### config.mk
export PLATFORM = sky130hd
export DESIGN_NAME = simmem_wresp_delay_releaser
export DESIGN_NICKNAME = d
export VERILOG_FILES = /design/src/rtl/simmem_pkg.sv /design/src/rtl/simmem_delay_slot.sv /design/src/rtl/simmem_wresp_delay_releaser.sv
export SDC_FILE = /design/constraint.sdc
export NUM_CORES = 1
export LEC_CHECK = 0
export CAP_MARGIN = 20
export CORE_MARGIN = 10
export CORE_UTILIZATION = 56
export DETAILED_ROUTE_END_ITERATION = 6
export PLACE_DENSITY = 0.78
export SYNTH_ARGS = -nofsm -noshare
export SYNTH_HDL_FRONTEND = slang
export SYNTH_SLANG_ARGS = --single-unit
### constraint.sdc
create_clock -name clk_i -period 3.1 [get_ports clk_i]
set_clock_uncertainty 0.1 [all_clocks]
set_input_delay 0.31 -clock clk_i [delete_from_list [all_inputs] [get_ports clk_i]]
set_output_delay 0.31 -clock clk_i [all_outputs]
set_load 0.01 [all_outputs]
### src/rtl/simmem_pkg.sv
// Shared constants and slot state encoding for the simulated-memory write-response path.
package simmem_pkg;

    localparam int unsigned DelayWidth                 = 8;
    localparam int unsigned WriteRespBankTotalCapacity = 16;
    localparam int unsigned WriteRespBankAddrWidth     = $clog2(WriteRespBankTotalCapacity);

    typedef enum logic [1:0] {
        SlotIdle       = 2'd0,
        SlotCounting   = 2'd1,
        SlotReleasable = 2'd2
    } delay_slot_state_e;

endpackage

### src/rtl/simmem_delay_slot.sv
// One bank slot: loads a delay, counts it down, then holds its release bit until the
// bank reports the response as sent.
module simmem_delay_slot
    import simmem_pkg::*;
#(
    parameter int unsigned DelayWidth = simmem_pkg::DelayWidth
) (
    input  logic                  clk_i,
    input  logic                  rst_i,
    input  logic                  load_i,
    input  logic [DelayWidth-1:0] delay_i,
    input  logic                  released_i,
    output logic                  idle_o,
    output logic                  release_en_o,
    output logic                  bad_release_o
);

    localparam logic [DelayWidth-1:0] CntOne = DelayWidth'(1);

    delay_slot_state_e     state, state_next;
    logic [DelayWidth-1:0] cnt, cnt_next;

    // State and counter register with synchronous reset.
    always_ff @(posedge clk_i) begin
        if (rst_i) begin
            state <= SlotIdle;
            cnt   <= '0;
        end else begin
            state <= state_next;
            cnt   <= cnt_next;
        end
    end

    // Next-state logic; COUNTING leaves on cnt==1 so the counter never wraps below 1.
    always_comb begin
        state_next = state;
        cnt_next   = cnt;
        case (state)
            SlotIdle: begin
                if (load_i) begin
                    cnt_next   = delay_i;
                    state_next = (delay_i == '0) ? SlotReleasable : SlotCounting;
                end
            end
            SlotCounting: begin
                if (cnt == CntOne) begin
                    cnt_next   = '0;
                    state_next = SlotReleasable;
                end else begin
                    cnt_next = cnt - CntOne;
                end
            end
            SlotReleasable: begin
                if (released_i) begin
                    state_next = SlotIdle;
                end
            end
            default: begin
                state_next = SlotIdle;
                cnt_next   = '0;
            end
        endcase
    end

    assign idle_o        = (state == SlotIdle);
    assign release_en_o  = (state == SlotReleasable);
    assign bad_release_o = released_i && (state != SlotReleasable);

endmodule

### src/rtl/simmem_wresp_delay_releaser.sv
// Release-interface driver for the write-response bank: one delay slot per bank address,
// schedule address decode, pending-slot counter and registered bad-release flag.
module simmem_wresp_delay_releaser
    import simmem_pkg::*;
#(
    parameter int unsigned NumSlots   = simmem_pkg::WriteRespBankTotalCapacity,
    parameter int unsigned AddrWidth  = simmem_pkg::WriteRespBankAddrWidth,
    parameter int unsigned DelayWidth = simmem_pkg::DelayWidth
) (
    input  logic                          clk_i,
    input  logic                          rst_i,
    input  logic [AddrWidth-1:0]          sched_addr_i,
    input  logic [DelayWidth-1:0]         sched_delay_i,
    input  logic                          sched_valid_i,
    output logic                          sched_ready_o,
    input  logic [NumSlots-1:0]           released_addr_onehot_i,
    output logic [NumSlots-1:0]           release_en_o,
    output logic [$clog2(NumSlots+1)-1:0] num_pending_o,
    output logic                          err_o
);

    localparam int unsigned CntWidth = $clog2(NumSlots + 1);

    logic [NumSlots-1:0] idle;
    logic [NumSlots-1:0] bad_release;
    logic [NumSlots-1:0] load;
    logic                handshake;
    logic                valid_release;

    assign sched_ready_o = idle[sched_addr_i];
    assign handshake     = sched_valid_i && sched_ready_o;
    assign valid_release = |(released_addr_onehot_i & release_en_o);

    // Route an accepted schedule to the addressed slot only.
    always_comb begin
        load = '0;
        if (handshake) begin
            load[sched_addr_i] = 1'b1;
        end
    end

    for (genvar i = 0; i < NumSlots; i++) begin : g_slot
        simmem_delay_slot #(
            .DelayWidth(DelayWidth)
        ) u_slot (
            .clk_i        (clk_i),
            .rst_i        (rst_i),
            .load_i       (load[i]),
            .delay_i      (sched_delay_i),
            .released_i   (released_addr_onehot_i[i]),
            .idle_o       (idle[i]),
            .release_en_o (release_en_o[i]),
            .bad_release_o(bad_release[i])
        );
    end

    // Pending counter tracks non-idle slots; error flag is a one-cycle registered pulse.
    always_ff @(posedge clk_i) begin
        if (rst_i) begin
            num_pending_o <= '0;
            err_o         <= 1'b0;
        end else begin
            err_o <= |bad_release;
            case ({handshake, valid_release})
                2'b10:   num_pending_o <= num_pending_o + CntWidth'(1);
                2'b01:   num_pending_o <= num_pending_o - CntWidth'(1);
                default: num_pending_o <= num_pending_o;
            endcase
        end
    end

endmodule
== Word-level counts from Yosys, hierarchy flattened ==
Index checks and enable logic that the tools add are counted.

* Bits in registers: 166
* Output and inout port bits: 23
* Bits of input ports: 31
* Word-level logic and storage cells: 374

* Bitwise operators: 17
* $lt $le $gt $ge: 2
* Muxes and demuxes: 119
* Reduce and logical (&&, ||, !) cells: 70
* Add/sub/neg operators: 18
* Equal/unequal tests: 114

{| class="wikitable"
|+ Operators by type and width
! kind !! count
|-
| 8-bit one-hot mux with 3 select lines || 16
|-
| 8-bit 2-to-1 mux || 32
|-
| 8-bit by 1-bit equality test with 1-bit output, second input constant || 16
|-
| 8-bit by 1-bit subtractor with 8-bit output, second input constant || 16
|-
| 2-bit 2-to-1 mux || 49
|-
| 2-bit != test, second input constant || 48
|-
| 2-bit one-hot mux with 3 select lines || 16
|-
| 3-bit AND reduction || 16
|-
| 2-bit by 1-bit equality test with 1-bit output, second input constant || 17
|-
| 2-bit equality test, second input constant || 17
|-
| 2-bit logical NOT || 16
|-
| 2-bit by 1-bit != test with 1-bit output, second input constant || 16
|-
| 2-bit AND reduction || 16
|-
| 16-bit OR reduction || 2
|-
| 1-bit logical AND || 18
|-
| 16-bit bitwise AND || 1
|-
| 16-bit 2-to-1 mux || 1
|-
| 1-bit inverter || 16
|-
| 5-bit one-hot mux with 2 select lines || 1
|-
| 8-bit logical NOT || 1
|-
| 5-bit by 1-bit adder with 5-bit output, second input constant || 1
|-
| 4-bit by 5-bit < comparator with 1-bit output, second input constant || 1
|-
| 5-bit by 1-bit subtractor with 5-bit output, second input constant || 1
|-
| 1-bit binary-select mux with 4-bit select || 1
|-
| 4 further kinds || 5
|}

== Depth between registers and ports, before layout ==
Gate-level depths: netlist of run 1.

* Depth in word-level cells: 7
* Mapped depth: 14

== By module ==
Synthesis of run 1 repeated with hierarchy kept, for this count alone.

* Cells, all modules: 1,446
* Area, all modules: 12,167.9 um^2

{| class="wikitable"
|+ By module, submodules not included
! module !! cells each !! sequential area each (um^2) !! area an instance (um^2) !! times used
|-
| simmem_delay_slot || 84 || 200.2 || 709.4 || 16
|-
| simmem_wresp_delay_releaser || 102 || 120.1 || 817.0 || 1
|}

== Least setup slack after synthesis of run 1 ==
Ideal clock, no wire load.

* Path type: input-to-reg
* Start point: in sched_addr_i[0]
* End point: reg num_pending_o[4]
* Stages on the path: 13
* Data required time: 2.930 ns
* Setup slack: -0.111 ns
* Buffers on the path: 2
* Data arrival time: 3.041 ns
* Cells stage by stage: clkbuf_1 clkbuf_1 mux4_2 and3b_1 a211o_1 nand2_1 ha_1 ha_1 a21o_1 a21oi_1 xor2_1 or3_1 a21oi_1

* Longest elaborated chain between the ends: 5
* Elaborated cells between the ends (all ways): 7
* Those cells by class: eq/ne (2); mux (3); reduce/logical (2)

{| class="wikitable"
|+ Ends and longest elaborated chain
! what !! RTL line !! RTL
|-
| start, declared || simmem_wresp_delay_releaser.sv:12 || <nowiki>input logic [AddrWidth-1:0] sched_addr_i,</nowiki>
|-
| 1-bit binary-select mux with 4-bit select (*) || simmem_wresp_delay_releaser.sv:30 || <nowiki>assign sched_ready_o = idle[sched_addr_i];</nowiki>
|-
| 1-bit 2-to-1 mux (not written as such) (*) || simmem_wresp_delay_releaser.sv:30 ||
|-
| via sched_ready_o || simmem_wresp_delay_releaser.sv:15 || <nowiki>output logic sched_ready_o,</nowiki>
|-
| 1-bit logical AND (*) || simmem_wresp_delay_releaser.sv:31 || <nowiki>assign handshake = sched_valid_i && sched_ready_o;</nowiki>
|-
| 2-bit by 1-bit equality test with 1-bit output / 2-bit equality test (equally long branches) || simmem_wresp_delay_releaser.sv:64 || <nowiki>case ({handshake, valid_release})</nowiki>
|-
| 5-bit one-hot mux with 2 select lines / 2-bit nonzero test (equally long branches) || -- ||
|-
| end signal, assigned || simmem_wresp_delay_releaser.sv:65 || <nowiki>2'b10: num_pending_o <= num_pending_o + CntWidth'(1);</nowiki>
|-
| end signal, assigned || simmem_wresp_delay_releaser.sv:66 || <nowiki>2'b01: num_pending_o <= num_pending_o - CntWidth'(1);</nowiki>
|-
| end signal, assigned || simmem_wresp_delay_releaser.sv:67 || <nowiki>default: num_pending_o <= num_pending_o;</nowiki>
|-
| end, declared || simmem_wresp_delay_releaser.sv:18 || <nowiki>output logic [$clog2(NumSlots+1)-1:0] num_pending_o,</nowiki>
|}

Mark *: on every way through the listed nets, which the timed path passes. The rest lies on a longest branch. The select of a mux whose other input is x is not followed.
A chain may end at the register's enable or synchronous reset.

== Worst setup path after layout of run 1 ==
* Start point: reg g_slot[8].u_slot.state[1]
* End point: reg num_pending_o[4]

* Longest elaborated chain between the ends: 6
* Elaborated cells between the ends (all ways): 11
* Those cells by class: eq/ne (3); mux (3); bitwise (1); reduce/logical (4)

{| class="wikitable"
|+ Ends and longest elaborated chain
! what !! RTL line !! RTL
|-
| start, declared || simmem_delay_slot.sv:20 || <nowiki>delay_slot_state_e state, state_next;</nowiki>
|-
| start signal, assigned || simmem_delay_slot.sv:26 || <nowiki>state <= SlotIdle;</nowiki>
|-
| start signal, assigned || simmem_delay_slot.sv:29 || <nowiki>state <= state_next;</nowiki>
|-
| 2-bit logical NOT || simmem_delay_slot.sv:65 || <nowiki>assign idle_o = (state == SlotIdle);</nowiki>
|-
| 1-bit binary-select mux with 4-bit select || simmem_wresp_delay_releaser.sv:30 ||
|-
| 1-bit 2-to-1 mux (not written as such) || simmem_wresp_delay_releaser.sv:30 ||
|-
| 1-bit logical AND || simmem_wresp_delay_releaser.sv:31 ||
|-
| 2-bit by 1-bit equality test with 1-bit output / 2-bit equality test (equally long branches) || simmem_wresp_delay_releaser.sv:64 ||
|-
| 5-bit one-hot mux with 2 select lines / 2-bit nonzero test (equally long branches) || -- ||
|}

Parallel ways exist; a longest one is shown, timed or not. The select of a mux whose other input is x is not followed.

==> flow_summary.toml, run 1 <==
[finish]
seqCellArea_um2 = 3330
fin_util_pct = 67.3
final_common_cell = "nor2_1"
layout_common_cells = "201 x nor2_1, 163 x dfxtp_1, 113 x buf_4"
fin_nets = 1656
fill_cells = 1676
area_delta_synth_final_pct = 17.4
layout-drive-gt1-share_pct = 12.0
multiInputGateArea_um2 = 7190
n_antenna_cell = 0
fin_area_um2 = 13200

[global_route]
grt.overflow.total = 0
grtUsageTotal_pct = 27.4
grt_max_degree = 84
grt_pass1_wl_um = 58200
grt_pass1_vias = 11000
antenna_found_initial = 0

[placed_design]
pre_cts_slack_ns = -0.514
portBuffers = 53
dp_hpwl_um = 26300
postPlaceCellArea_um2 = 12500
place_congestion = 1.01

[logic_synthesis]
ys_types = 79
yosysSeqAreaShare_pct = 29.6
syn_nets = 1569
synth_seq_cells = 166
synth_edf_count = 0
async_reset_ff_share_pct = 0
yosys_warnings = 0
synthFlopType = "dfxtp_1"
postSynthCellCount = 1501
syn-cell-area_um2 = 11200
avgSynthCellArea_um2 = 7.49

[sta]
fin_crit_sh_pct = 99.4
min_period_ns = 3.08
setup_tns_ns = 0
slew_headroom_pct = 42.3
worst_slack_ns = 0.0187
fmax_mhz = 325
finalHoldViolCount = 0
hold_ws_ns = 0.232
finalMaxSlewViolations = 0
tightest_slew_ns = 0.858
setup_viol_count_final = 0

[outcome]
status = "finished, final reports clean"

[floorplanning]
pin_count = 54
core_region_area_um2 = 19600
die_h_um = 162
initial_utilization_pct = 57.4
fp.dieW_um = 162
die-area_um2 = 26100
rows = 51

[setup_path]
path_cells = "nor2b_1, a22oi_1, nand2_1, a2111oi_2, nand4_1, ha_4, fa_1, a21o_1, a21oi_2, xor2_1, or3_1, a21oi_2"
regToRegSetupSlack_ns = 0.02
max_stage_delay_ns = 0.39
cp-start-kind = "flop"
critPathKind = "flop to flop"
endpoint_kind = "flop"
crit_arrival_ns = 3.36
required_ns = 3.37
cp_max_fo = 3
critPathSlowestCell = "fa_1"
cp_common_cell = "a21oi_2"

[cts]
cts.path.max_buffers = 2
post_cts_buffers = 0
postCtsHoldBufs = 0
clk_latency_ns = 0.44
clock_sinks = 166
cts_buffers = 17
htreeDepth = 4
clk_transition_reported_paths_ns = 0.07
cts_root_buf = "clkbuf_16"
cts_tree = "built"

[detailed_routing]
wl_per_cell_um = 19.8
drc = 0
antenna_left = 0
wl_um = 37000
via_count = 12100
drtIter0Drc = 1308
viasPerCell = 6.49
drtPass1Iterations = 5

[power]
pwr_density_cell_nw_per_um2 = 492
ir_drop_uv = 363
p_leak_nw = 5.06

[run]
cap_violations = 0

[hold_path]
hp-class = "primary input to flop"
## final cells by class
cell class	count	share of cell area (%)
Clock inverter	14	1.32
Clock buffer	18	3.33
Tap cell	265	2.51
Timing Repair Buffer	167	10.7
Multi-Input combinational cell	1151	54.5
Inverter	85	2.42
Sequential cell	166	25.2
## worst max-delay path: cells and delay by family (launching register included)
family                   cells  cell delay, ns
XOR/XNOR                     1            0.09
adder cells (fa/ha/maj)      2            0.63
flip-flops                   1            0.31
AO/OA/AOI/OAI                5            1.07
AND/OR/NAND/NOR              4            0.82
## per-stage QoR
step / total power, mW / instances
detailed placement: 4.22 / 1834
global route: 6.80 / 1866
finish: 6.48 / 1866
floorplan: 3.70 / 1501
global placement: 4.18 / 1834
CTS: 6.46 / 1866
## Yosys cell counts, types with 7 or more instances
cell type,instances,area [µm²]
a211oi_1,15,113
a21o_1,14,105
a21oi_1,109,546
a221oi_1,14,123
a22o_1,9,78.8
a22oi_1,25,188
a2bb2oi_1,13,114
a31oi_1,24,150
a32o_1,14,140
a32oi_1,9,78.8
and2_1,8,50.1
and3_1,10,62.6
buf_4,16,120
clkbuf_1,75,282
dfxtp_1,166,3320
ha_1,36,450
inv_1,84,315
mux2i_1,24,240
nand2_1,80,300
nand2b_1,37,231
nand3_1,31,155
nand3b_1,13,97.6
nor2_1,201,754
nor2b_1,32,200
nor3_1,73,365
nor3b_1,11,82.6
nor4_1,34,213
o21ai_0,81,405
o22a_1,20,175
o22ai_1,30,188
o31a_1,7,61.3
o31ai_1,8,60.1
o32ai_1,13,114
or2_2,10,62.6
or3_1,24,150
or4_1,12,90.1
xnor2_1,10,87.6
xor2_1,9,78.8
## state kept, by name, indices dropped and copies added (netlist names)
name and flops:
num_pending_o 5, g_slot.u_slot.cnt 128, err_o 1, g_slot.u_slot.state 32
## power breakdown
group	internal, mW	leakage, nW	switching, mW
Clock	1.30	0.290	0.962
Sequential	2.28	1.35	0.171
Combinational	0.778	3.43	0.992
Total	4.36	5.06	2.12
## final timing paths
kind	startpoint	to	cells past startpoint
worst max-delay path	g_slot[8].u_slot.state[1]	num_pending_o[4]	12
worst min-delay path	rst_i	g_slot[15].u_slot.state[0]	2
worst max register to register	g_slot[8].u_slot.state[1]	num_pending_o[4]	12
worst min register to register	g_slot[5].u_slot.cnt[5]	g_slot[5].u_slot.cnt[5]	2
## routing by layer
metal	share of wire (%)	vias to the layer above	track usage, %
li1	-	5695	-
met1	41	5684	34.5
met2	45	628	43.4
met3	9.8	103	6.25
met4	4.4	0	12.8
met5	0	-	0
## cells by family after synthesis
kind of cell | synth area share [%]
multiplexers | 3.17
AND/OR/NAND/NOR | 27.0
buffers and inverters | 6.70
XOR/XNOR | 1.48
flip-flops | 29.6
AO/OA/AOI/OAI | 27.8
adder cells (fa/ha/maj) | 4.19
## timing repair
item / 4_1_cts / 5_1_grt
resized for setup: 3 / 8
endpoints found under the setup margin: 1 / 1
pin swaps: 0 / 2
(Power assumes the default switching activity.)
==> run 2: changes to the inputs <==
--- a/config.mk
+++ b/config.mk
@@ -6,10 +6,12 @@
 export NUM_CORES = 1
 export LEC_CHECK = 0
 export CAP_MARGIN = 20
+export CELL_PAD_IN_SITES_DETAIL_PLACEMENT = 1
+export CELL_PAD_IN_SITES_GLOBAL_PLACEMENT = 2
 export CORE_MARGIN = 10
-export CORE_UTILIZATION = 56
+export CORE_UTILIZATION = 30
 export DETAILED_ROUTE_END_ITERATION = 6
-export PLACE_DENSITY = 0.78
+export PLACE_DENSITY_LB_ADDON = 0.1
 export SYNTH_ARGS = -nofsm -noshare
 export SYNTH_HDL_FRONTEND = slang
 export SYNTH_SLANG_ARGS = --single-unit
==> run 2 against run 1 <==
Against the previous run:
- register-to-register slack better by 0.16 ns
- worst hold slack got worse by 0.081 ns
- total power up 2.4%
- first-iteration DRC count is 46% lower
- clock power rose by 2%
- clock-buffer cell count is 5 higher
- flip-flop and latch count did not move
- final cell count up 12%
- routed wire length up 28%
- largest power group unchanged
- highest routed layer unchanged
==> flow_summary.toml, run 2 (same netlist as run 1, synthesis figures left out) <==
[outcome]
status = "finished, final reports clean"

[setup_path]
rr_worst_depth = 12
crit_arrival_ns = 3.20
cp_max_fo = 3
endpoint_kind = "flop"
cp-start-kind = "flop"
crit_buf_inv = 0
critPathSlowestCell = "mux4_2"
required_ns = 3.38
r2r_end = "num_pending_o[4]"
crit_family = "compound AO/OA/AOI/OAI gates"
critPathKind = "flop to flop"
max_stage_delay_ns = 0.46
path_cells = "nor2_1, mux4_2, and3b_1, a211o_1, nand2_2, ha_4, ha_1, a21o_1, a21oi_2, xor2_1, or3_1, a21oi_1"
r2r-start = "g_slot[5].u_slot.state[1]"
regToRegSetupSlack_ns = 0.18

[finish]
fin_nets = 1675
layout-drive-gt1-share_pct = 13.0
n_antenna_cell = 0
fin_util_pct = 37.0
seqCellArea_um2 = 3330
multiInputGateArea_um2 = 7210
area_delta_synth_final_pct = 21.3
regMostFlops = "g_slot.u_slot.cnt"
final_common_cell = "nor2_1"
largest_reg_flops = 128
reg.largest.list = "g_slot.u_slot.cnt: 128 flops, g_slot.u_slot.state: 32 flops, num_pending_o: 5 flops"
layout_common_cells = "199 x nor2_1, 163 x dfxtp_1, 130 x buf_4"
fill_cells = 4461

[floorplanning]
fp.dieW_um = 214
initial_utilization_pct = 30.5
die_h_um = 214
core_region_area_um2 = 36800
pin_count = 54
rows = 70
die-area_um2 = 45600

[global_route]
antenna_found_initial = 0
grt_pass1_vias = 12000
grtUsageTotal_pct = 20.7
grt_max_degree = 100
grt.overflow.total = 0
grt_pass1_wl_um = 73000

[sta]
fin_crit_sh_pct = 94.2
slew_headroom_pct = 45.7
min_period_ns = 2.92
rsz0062_at_grt = "no"
finalMaxSlewViolations = 0
finalHoldViolCount = 0
setup_viol_count_final = 0
fmax_mhz = 342
tightest_slew_ns = 0.811

[placed_design]
portBuffers = 53
place_congestion = 0.861
dp_hpwl_um = 34500

[cts]
clk_transition_reported_paths_ns = 0.07
cts.path.max_buffers = 2
clk_latency_ns = 0.46
cts_buffers = 17
cts_tree = "built"
clock_sinks = 166
htreeDepth = 4
postCtsHoldBufs = 0
cts_root_buf = "clkbuf_16"

[detailed_routing]
antenna_left = 0
wl_per_cell_um = 22.6
via_count = 11800
viasPerCell = 5.66
drc = 0
wl_um = 47100
drtIter0Drc = 708
drtPass1Iterations = 5

[hold_path]
min_to = "g_slot[11].u_slot.cnt[2]"
hp-class = "primary input to flop"
holdPathStages = 2
hold_start = "rst_i"

[power]
p_total_mw = 6.64
p_leak_nw = 5.18
ir_drop_uv = 352
pwr_density_cell_nw_per_um2 = 487

[run]
cap_violations = 0
run 2: metal layers:
layer | share of wire, % | vias up | track usage, %
li1 | - | 5726 | -
met1 | 47 | 5863 | 27.2
met2 | 47 | 175 | 34.5
met3 | 3.0 | 44 | 3.01
met4 | 2.3 | 0 | 6.09
met5 | 0 | - | 0
run 2: repair_timing:
| item | CTS | global route |
|---|---|---|
| endpoints found under the setup margin | 1 | 2 |
| hold endpoints to repair | 0 | 0 |
| setup buffers | 0 | 0 |
| resized for setup | 3 | 13 |
| pin swaps | 0 | 2 |
run 2: report_power, final:
group,internal (mW),total [mW],switching (mW)
Sequential,2.28,2.46,0.178
Clock,1.35,2.31,0.964
Combinational,0.802,1.87,1.06
run 2: cell type report:
class                   count  area share [%]
multi-input cells        1151            52.9
repair buffers            186            11.6
well taps                 468            4.30
clock inverters             8           0.891
clock buffers              23            3.58
flip-flops and latches    166            24.4
inverters                  85            2.34
run 2: worst max path at each step:
stage,startpoint,endpoint,cells after the start
floorplan,g_slot[7].u_slot.state[1],num_pending_o[4],13
global placement,sched_addr_i[1],num_pending_o[4],13
detailed placement,sched_addr_i[1],num_pending_o[4],13
CTS,g_slot[0].u_slot.state[1],num_pending_o[4],12
global route,g_slot[0].u_slot.state[1],num_pending_o[4],12
finish,g_slot[5].u_slot.state[1],num_pending_o[4],12
run 2: worst reg2reg max path, delay by kind of cell (launching register included):
kind / cells / cell delay [ns]
AOI/OAI and AO/OA: 4 / 0.77
and+or+nand+nor: 4 / 0.68
muxes: 1 / 0.47
adders and majority gates: 2 / 0.43
DFF: 1 / 0.35
xor gates and xnor gates: 1 / 0.08
run 2: per-stage QoR:
stage	setup slack (ns)	cell area [µm²]	instances	hold slack [ns]	setup TNS (ns)
after detailed placement	-0.576	13000	2056	0.367	-1.37
after global routing	0.00564	13600	2087	0.148	0
after CTS	0.00584	13600	2087	0.134	0
after global placement	-0.535	13000	2056	0.361	-1.16
final	0.179	13600	2087	0.151	0
after floorplan	0.0411	11200	1501	0.343	0
